**config.mk**
```make
export PLATFORM = sky130hd
export DESIGN_NAME = writeback_buffer
export DESIGN_NICKNAME = d
export VERILOG_FILES = /design/src/rtl/writeback_buffer.sv
export SDC_FILE = /design/constraint.sdc
export NUM_CORES = 2
export LEC_CHECK = 0
export CORE_AREA = 2 2 687 689
export CTS_BUF_LIST = sky130_fd_sc_hd__clkbuf_16
export CTS_CLUSTER_SIZE = 16
export DETAILED_ROUTE_END_ITERATION = 7
export DIE_AREA = 0 0 689 691
export SETUP_SLACK_MARGIN = 0.4
export SLEW_MARGIN = 20
export SYNTH_ARGS = -nofsm -noshare
export SYNTH_HDL_FRONTEND = slang
export SYNTH_SLANG_ARGS = --single-unit
```
**constraint.sdc**
```tcl
create_clock -name clk -period 35.5 [get_ports clk]
set_clock_uncertainty 0.2 [all_clocks]
set_input_delay 8.875 -clock clk [delete_from_list [all_inputs] [get_ports clk]]
set_output_delay 8.875 -clock clk [all_outputs]
set_load 0.1 [all_outputs]
```
**src/rtl/writeback_buffer.sv**
```systemverilog
`default_nettype none
// ---------------------------------------------------------------------------
// writeback_buffer : queues evicted dirty lines, drains them one at a time to
//                    store_data, and offers a combinational line lookup.
//                    Optional macro WB_COALESCE_EN merges pushes into queued lines.
// Revision 1.0
// ---------------------------------------------------------------------------
module writeback_buffer #(
  parameter int BUS_DATA_WIDTH = 64,
  parameter int LINE_WIDTH     = 512,
  parameter int OFFSET_BITS    = 6,
  parameter int DEPTH          = 4,
  parameter int PTR_WIDTH      = 2
) (
  input  logic                      clk,
  input  logic                      reset,
  input  logic                      evict_valid,
  input  logic [BUS_DATA_WIDTH-1:0] evict_addr,
  input  logic [LINE_WIDTH-1:0]     evict_data,
  output logic                      evict_ready,
  input  logic [BUS_DATA_WIDTH-1:0] lookup_addr,
  output logic                      lookup_hit,
  output logic [LINE_WIDTH-1:0]     lookup_data,
  output logic                      wd_enable,
  output logic [BUS_DATA_WIDTH-1:0] wd_addr,
  output logic [LINE_WIDTH-1:0]     wd_data,
  input  logic                      wd_ready,
  output logic                      empty,
  output logic [PTR_WIDTH:0]        count
);

  localparam int                 TAG_W   = BUS_DATA_WIDTH - OFFSET_BITS;
  localparam logic [PTR_WIDTH:0] C_DEPTH = (PTR_WIDTH+1)'(DEPTH);

  localparam logic [1:0] S_IDLE  = 2'd0;
  localparam logic [1:0] S_ISSUE = 2'd1;
  localparam logic [1:0] S_WAIT  = 2'd2;

  logic [DEPTH-1:0]      r_valid;
  logic [TAG_W-1:0]      r_tag  [DEPTH];
  logic [LINE_WIDTH-1:0] r_data [DEPTH];
  logic [PTR_WIDTH-1:0]  r_rd_ptr;
  logic [PTR_WIDTH-1:0]  r_wr_ptr;
  logic [PTR_WIDTH:0]    r_count;
  logic [1:0]            r_state;
  logic                  r_seen_busy;

  logic [TAG_W-1:0]      w_evict_tag;
  logic [TAG_W-1:0]      w_lookup_tag;
  logic                  w_push;
  logic                  w_alloc;
  logic                  w_merge;
  logic [PTR_WIDTH-1:0]  w_co_idx;
  logic                  w_done;
  logic                  w_pop;
  logic                  w_lk_hit;
  logic [PTR_WIDTH-1:0]  w_lk_idx;
  logic [PTR_WIDTH-1:0]  w_lk_ord;
  logic                  w_unused;

  assign w_evict_tag  = evict_addr[BUS_DATA_WIDTH-1:OFFSET_BITS];
  assign w_lookup_tag = lookup_addr[BUS_DATA_WIDTH-1:OFFSET_BITS];
  assign w_unused     = ^{evict_addr[OFFSET_BITS-1:0], lookup_addr[OFFSET_BITS-1:0]};

  // Walk entries oldest to youngest so the last match is the youngest one.
  always_comb begin
    w_lk_hit = 1'b0;
    w_lk_idx = r_rd_ptr;
    w_lk_ord = r_rd_ptr;
    for (int i = 0; i < DEPTH; i++) begin
      w_lk_ord = r_rd_ptr + PTR_WIDTH'(i);
      if (r_valid[w_lk_ord] && (r_tag[w_lk_ord] == w_lookup_tag)) begin
        w_lk_hit = 1'b1;
        w_lk_idx = w_lk_ord;
      end
    end
  end

  assign lookup_hit  = !reset && w_lk_hit;
  assign lookup_data = lookup_hit ? r_data[w_lk_idx] : '0;

`ifdef WB_COALESCE_EN
  logic                 w_co_hit;
  logic [PTR_WIDTH-1:0] w_co_ord;

  // The head is only mergeable before the drain engine has started on it.
  always_comb begin
    w_co_hit = 1'b0;
    w_co_idx = r_rd_ptr;
    w_co_ord = r_rd_ptr;
    for (int i = 0; i < DEPTH; i++) begin
      w_co_ord = r_rd_ptr + PTR_WIDTH'(i);
      if (r_valid[w_co_ord] && (r_tag[w_co_ord] == w_evict_tag) &&
          ((w_co_ord != r_rd_ptr) || (r_state == S_IDLE))) begin
        w_co_hit = 1'b1;
        w_co_idx = w_co_ord;
      end
    end
  end

  assign evict_ready = !reset && ((r_count < C_DEPTH) || w_co_hit);
  assign w_push      = evict_valid && evict_ready;
  assign w_alloc     = w_push && !w_co_hit;
  assign w_merge     = w_push && w_co_hit;
`else
  assign evict_ready = !reset && (r_count < C_DEPTH);
  assign w_push      = evict_valid && evict_ready;
  assign w_alloc     = w_push;
  assign w_merge     = 1'b0;
  assign w_co_idx    = '0;
`endif

  // A ready left high by the previous transfer must be seen low first.
  assign w_done = (r_state == S_WAIT) && r_seen_busy && wd_ready;
  assign w_pop  = w_done;

  always_ff @(posedge clk) begin
    if (w_alloc) begin
      r_tag[r_wr_ptr]  <= w_evict_tag;
      r_data[r_wr_ptr] <= evict_data;
    end else if (w_merge) begin
      r_data[w_co_idx] <= evict_data;
    end
  end

  always_ff @(posedge clk) begin
    if (reset) begin
      r_valid     <= '0;
      r_rd_ptr    <= '0;
      r_wr_ptr    <= '0;
      r_count     <= '0;
      r_state     <= S_IDLE;
      r_seen_busy <= 1'b0;
    end else begin
      if (w_alloc) begin
        r_valid[r_wr_ptr] <= 1'b1;
        r_wr_ptr          <= r_wr_ptr + PTR_WIDTH'(1);
      end
      if (w_pop) begin
        r_valid[r_rd_ptr] <= 1'b0;
        r_rd_ptr          <= r_rd_ptr + PTR_WIDTH'(1);
      end
      r_count <= r_count + {{PTR_WIDTH{1'b0}}, w_alloc} - {{PTR_WIDTH{1'b0}}, w_pop};

      case (r_state)
        S_IDLE: begin
          if (r_count != '0) r_state <= S_ISSUE;
        end
        S_ISSUE: begin
          r_seen_busy <= 1'b0;
          r_state     <= S_WAIT;
        end
        S_WAIT: begin
          if (!wd_ready) r_seen_busy <= 1'b1;
          if (w_done)    r_state     <= S_IDLE;
        end
        default: r_state <= S_IDLE;
      endcase
    end
  end

  assign wd_enable = !reset && (r_state == S_ISSUE);
  assign wd_addr   = {r_tag[r_rd_ptr], {OFFSET_BITS{1'b0}}};
  assign wd_data   = r_data[r_rd_ptr];
  assign empty     = reset || ((r_count == '0) && (r_state == S_IDLE));
  assign count     = r_count;

endmodule
`default_nettype wire
```
==> metrics.txt <==
synth warn=0; Die Y=691 um; DRT Pass-1 Iters=5; Final nets=8027; Critical Path Source=lookup_addr[59]; drt total wl=480 mm; post-synth top area share=between 60% and 70%; CTS sink cnt=~2300; LEAKAGE=about 40 nW; Crit Path Max Fanout=60; worst hold path type=reg2reg; Synth area leader=edfxtp_1; share of post-route cells with drive strength above 1=18.3%; Avg Synthesized Cell Area=around 18 um^2; CTS Buf Count=272; status=complete, no violations; Slew @ Worst Pin=around 1.3 ns; fill count=46364; minimum clock period after layout=26.55 ns; Worst EP required=~26 ns; ys flop type=edfxtp_1; Max VDD drop=just over 0.04 mV; Reg clk slew, reported paths=0.06 ns; post-route antenna net violation count=0; chip width=689 um; clock root cell=clkbuf_16; row count=252; overflow left after global routing=0; first-pass GRT wire length=625 mm; ys async rst share=0%; max-cap violation count=0; Layout area overhead=30.0%; Startpoint Class=input port; dpl hpwl=362 mm; RSZ-0062 raised after global routing=no; Rel. slew slack=14.9%; vias in the first global route=66998; Fmax=0.0377 GHz; #FFs+latches synth=2296; Routed WL per cell=34.7 um; Cell variety after synth=75; # Post-CTS Setup Buffers=0; H-tree levels=5; largest net degree at the start of global routing=124; Skew-Pair Late Insertion Delay=roughly 0.9 ns; most frequent cells in the layout=edfxtp_1 (2280), clkdlybuf4s50_1 (1506), mux2i_1 (1180), mux4_2 (645), o22ai_1 (535); via count=67726; initial core utilization=22.4%; Setup Slack @ Placement=9.08 ns; Power Dens Cells=48.9 nW/um^2; Post-synth EDFFs=2280; sequential cell area fraction in the yosys report=around 65%; Tot GR Track Use=19.3%; dpl cells=~13000; DRT iter0 DRCs=7133; post-route setup TNS=0 ns; CTS tree=yes; fin worst setup slack=8.95 ns; initial antenna violation count=166; Placer Congestion=0.944; synthesized netlist cell count=between 5000 and 6000; clock buffer depth=4; # port buffers=1720; worst hold path startpoint=r_seen_busy$_SDFFE_PP0P_; Synth area leaders=edfxtp_1 (65%), mux4_2 (14%), mux2i_1 (11%); final hold violations=0; core area=469000 um^2; number of non-filler instances in the completed layout=13843; Post-Syn Area=105000 um^2; average vias per placed instance=4.89; Resized Gates After CTS=0; Worst setup EP type=primary output; # DRC=0; CP arrival=between 15 and 20 ns; Final setup viols=0; commonest non-fill, non-tap cell in the layout=edfxtp_1; DIE AREA=476000 um^2; Final Slew Violations=0; fin crit share=74.8%; FF-to-FF Start=count[2]$_SDFF_PP0_; IO Count=1739; Hold Buf Count CTS=0; Worst Setup Path Type=in2out; Final Power=0.00670 W
## report_power, final
| part | switching [W] | internal, W |
|---|---|---|
| combinational | 0.000646 | 0.000220 |
| clock | 0.00116 | 0.00155 |
| sequential | 0.0000397 | 0.00308 |
| total | 0.00184 | 0.00485 |
## registers in the layout, indices dropped and copies added, names as in the netlist, named ones only
signal / count
r_data: 2048
r_valid: 4
r_tag: 232
r_rd_ptr: 2
r_seen_busy: 1
r_wr_ptr: 2
r_state: 2
count: 3
## critical path, cell delays in order
cell	delay, ns
clkdlybuf4s50_1	0.98
inv_1	0.15
a222oi_1	1.03
a31oi_1	0.16
a221oi_1	0.29
o2111ai_1	0.37
or4_4	0.56
a21boi_1	0.21
mux2i_1	0.14
nand2b_4	0.63
buf_4	0.80
buf_4	0.77
buf_4	0.83
o22ai_1	0.24
clkdlybuf4s50_1	1.07
## cell families (layout without fill, tap and decap cells)
group / count (synthesis) / in the layout / synth area share [%]
multiplexers: 1840 / 1840 / 25.2
other: 1 / 51 / 0.00356
XOR/XNOR: 157 / 157 / 1.31
adder cells (fa/ha/maj): 11 / 11 / 0.138
AND/OR/NAND/NOR: 197 / 197 / 0.990
AO/OA/AOI/OAI: 722 / 722 / 4.52
flip-flops: 2296 / 2296 / 65.4
buffers and inverters: 485 / 2346 / 2.49
## final timing paths
| path | end | slack [ns] | depth (start not counted) |
|---|---|---|---|
| setup reg to reg | r_data[2][265]$_DFFE_PP_ | 29.62 | 7 |
| setup / recovery | lookup_data[250] | 8.95 | 15 |
| hold reg to reg | r_seen_busy$_SDFFE_PP0P_ | 0.34 | 2 |
| hold / removal | r_seen_busy$_SDFFE_PP0P_ | 0.34 | 2 |
## layout make-up
type / count / area (um^2) / area share (%)
Antenna cell: 45 / 113 / 0.0823
Clock buffer: 278 / 6960 / 5.08
Clock inverter: 199 / 1580 / 1.15
Inverter: 33 / 124 / 0.0905
Multi-Input combinational cell: 2933 / 33900 / 24.8
Sequential cell: 2296 / 68800 / 50.3
Tap cell: 6223 / 7790 / 5.69
Timing Repair Buffer: 1836 / 17500 / 12.8
## synth_stat cells (6+ instances only)
master / instances
a2111oi_0: 6
a211oi_1: 7
a21oi_1: 27
a221oi_1: 9
a22oi_1: 12
a2bb2oi_1: 13
and2_1: 6
and4_1: 6
buf_1: 99
buf_2: 76
buf_4: 44
buf_6: 53
buf_8: 11
clkbuf_1: 168
dfxtp_1: 16
edfxtp_1: 2280
ha_1: 10
inv_1: 32
mux2_2: 11
mux2i_1: 1180
mux4_2: 645
nand2_1: 38
nand3_1: 12
nand4_1: 33
nor2_1: 45
nor3_1: 11
nor4_1: 15
nor4b_1: 6
o2111ai_1: 6
o211ai_1: 10
o21ai_0: 23
o221ai_1: 6
o22a_1: 6
o22ai_1: 536
o2bb2ai_1: 13
xnor2_1: 136
xor2_1: 21
## through the flow
step / area [um^2] / hold slack, ns / util (%)
floorplan: 105000 / 0.266 / -
global placement: 128000 / 0.325 / 27.4
detailed placement: 128000 / 0.326 / 27.3
CTS: 137000 / 0.335 / 29.1
global route: 137000 / 0.363 / 29.2
finish: 137000 / 0.339 / 29.2
## routing by layer
metal	share of wire, %	wire [um]	vias to the layer above	GRT usage, %
li1	-	-	27474	-
met1	36	174000	35742	22.0
met2	47	225000	3504	31.0
met3	10	49700	884	7.13
met4	6.4	30600	122	11.0
met5	0.17	822	-	0
No activity file was read; power rests on OpenSTA's default activity.
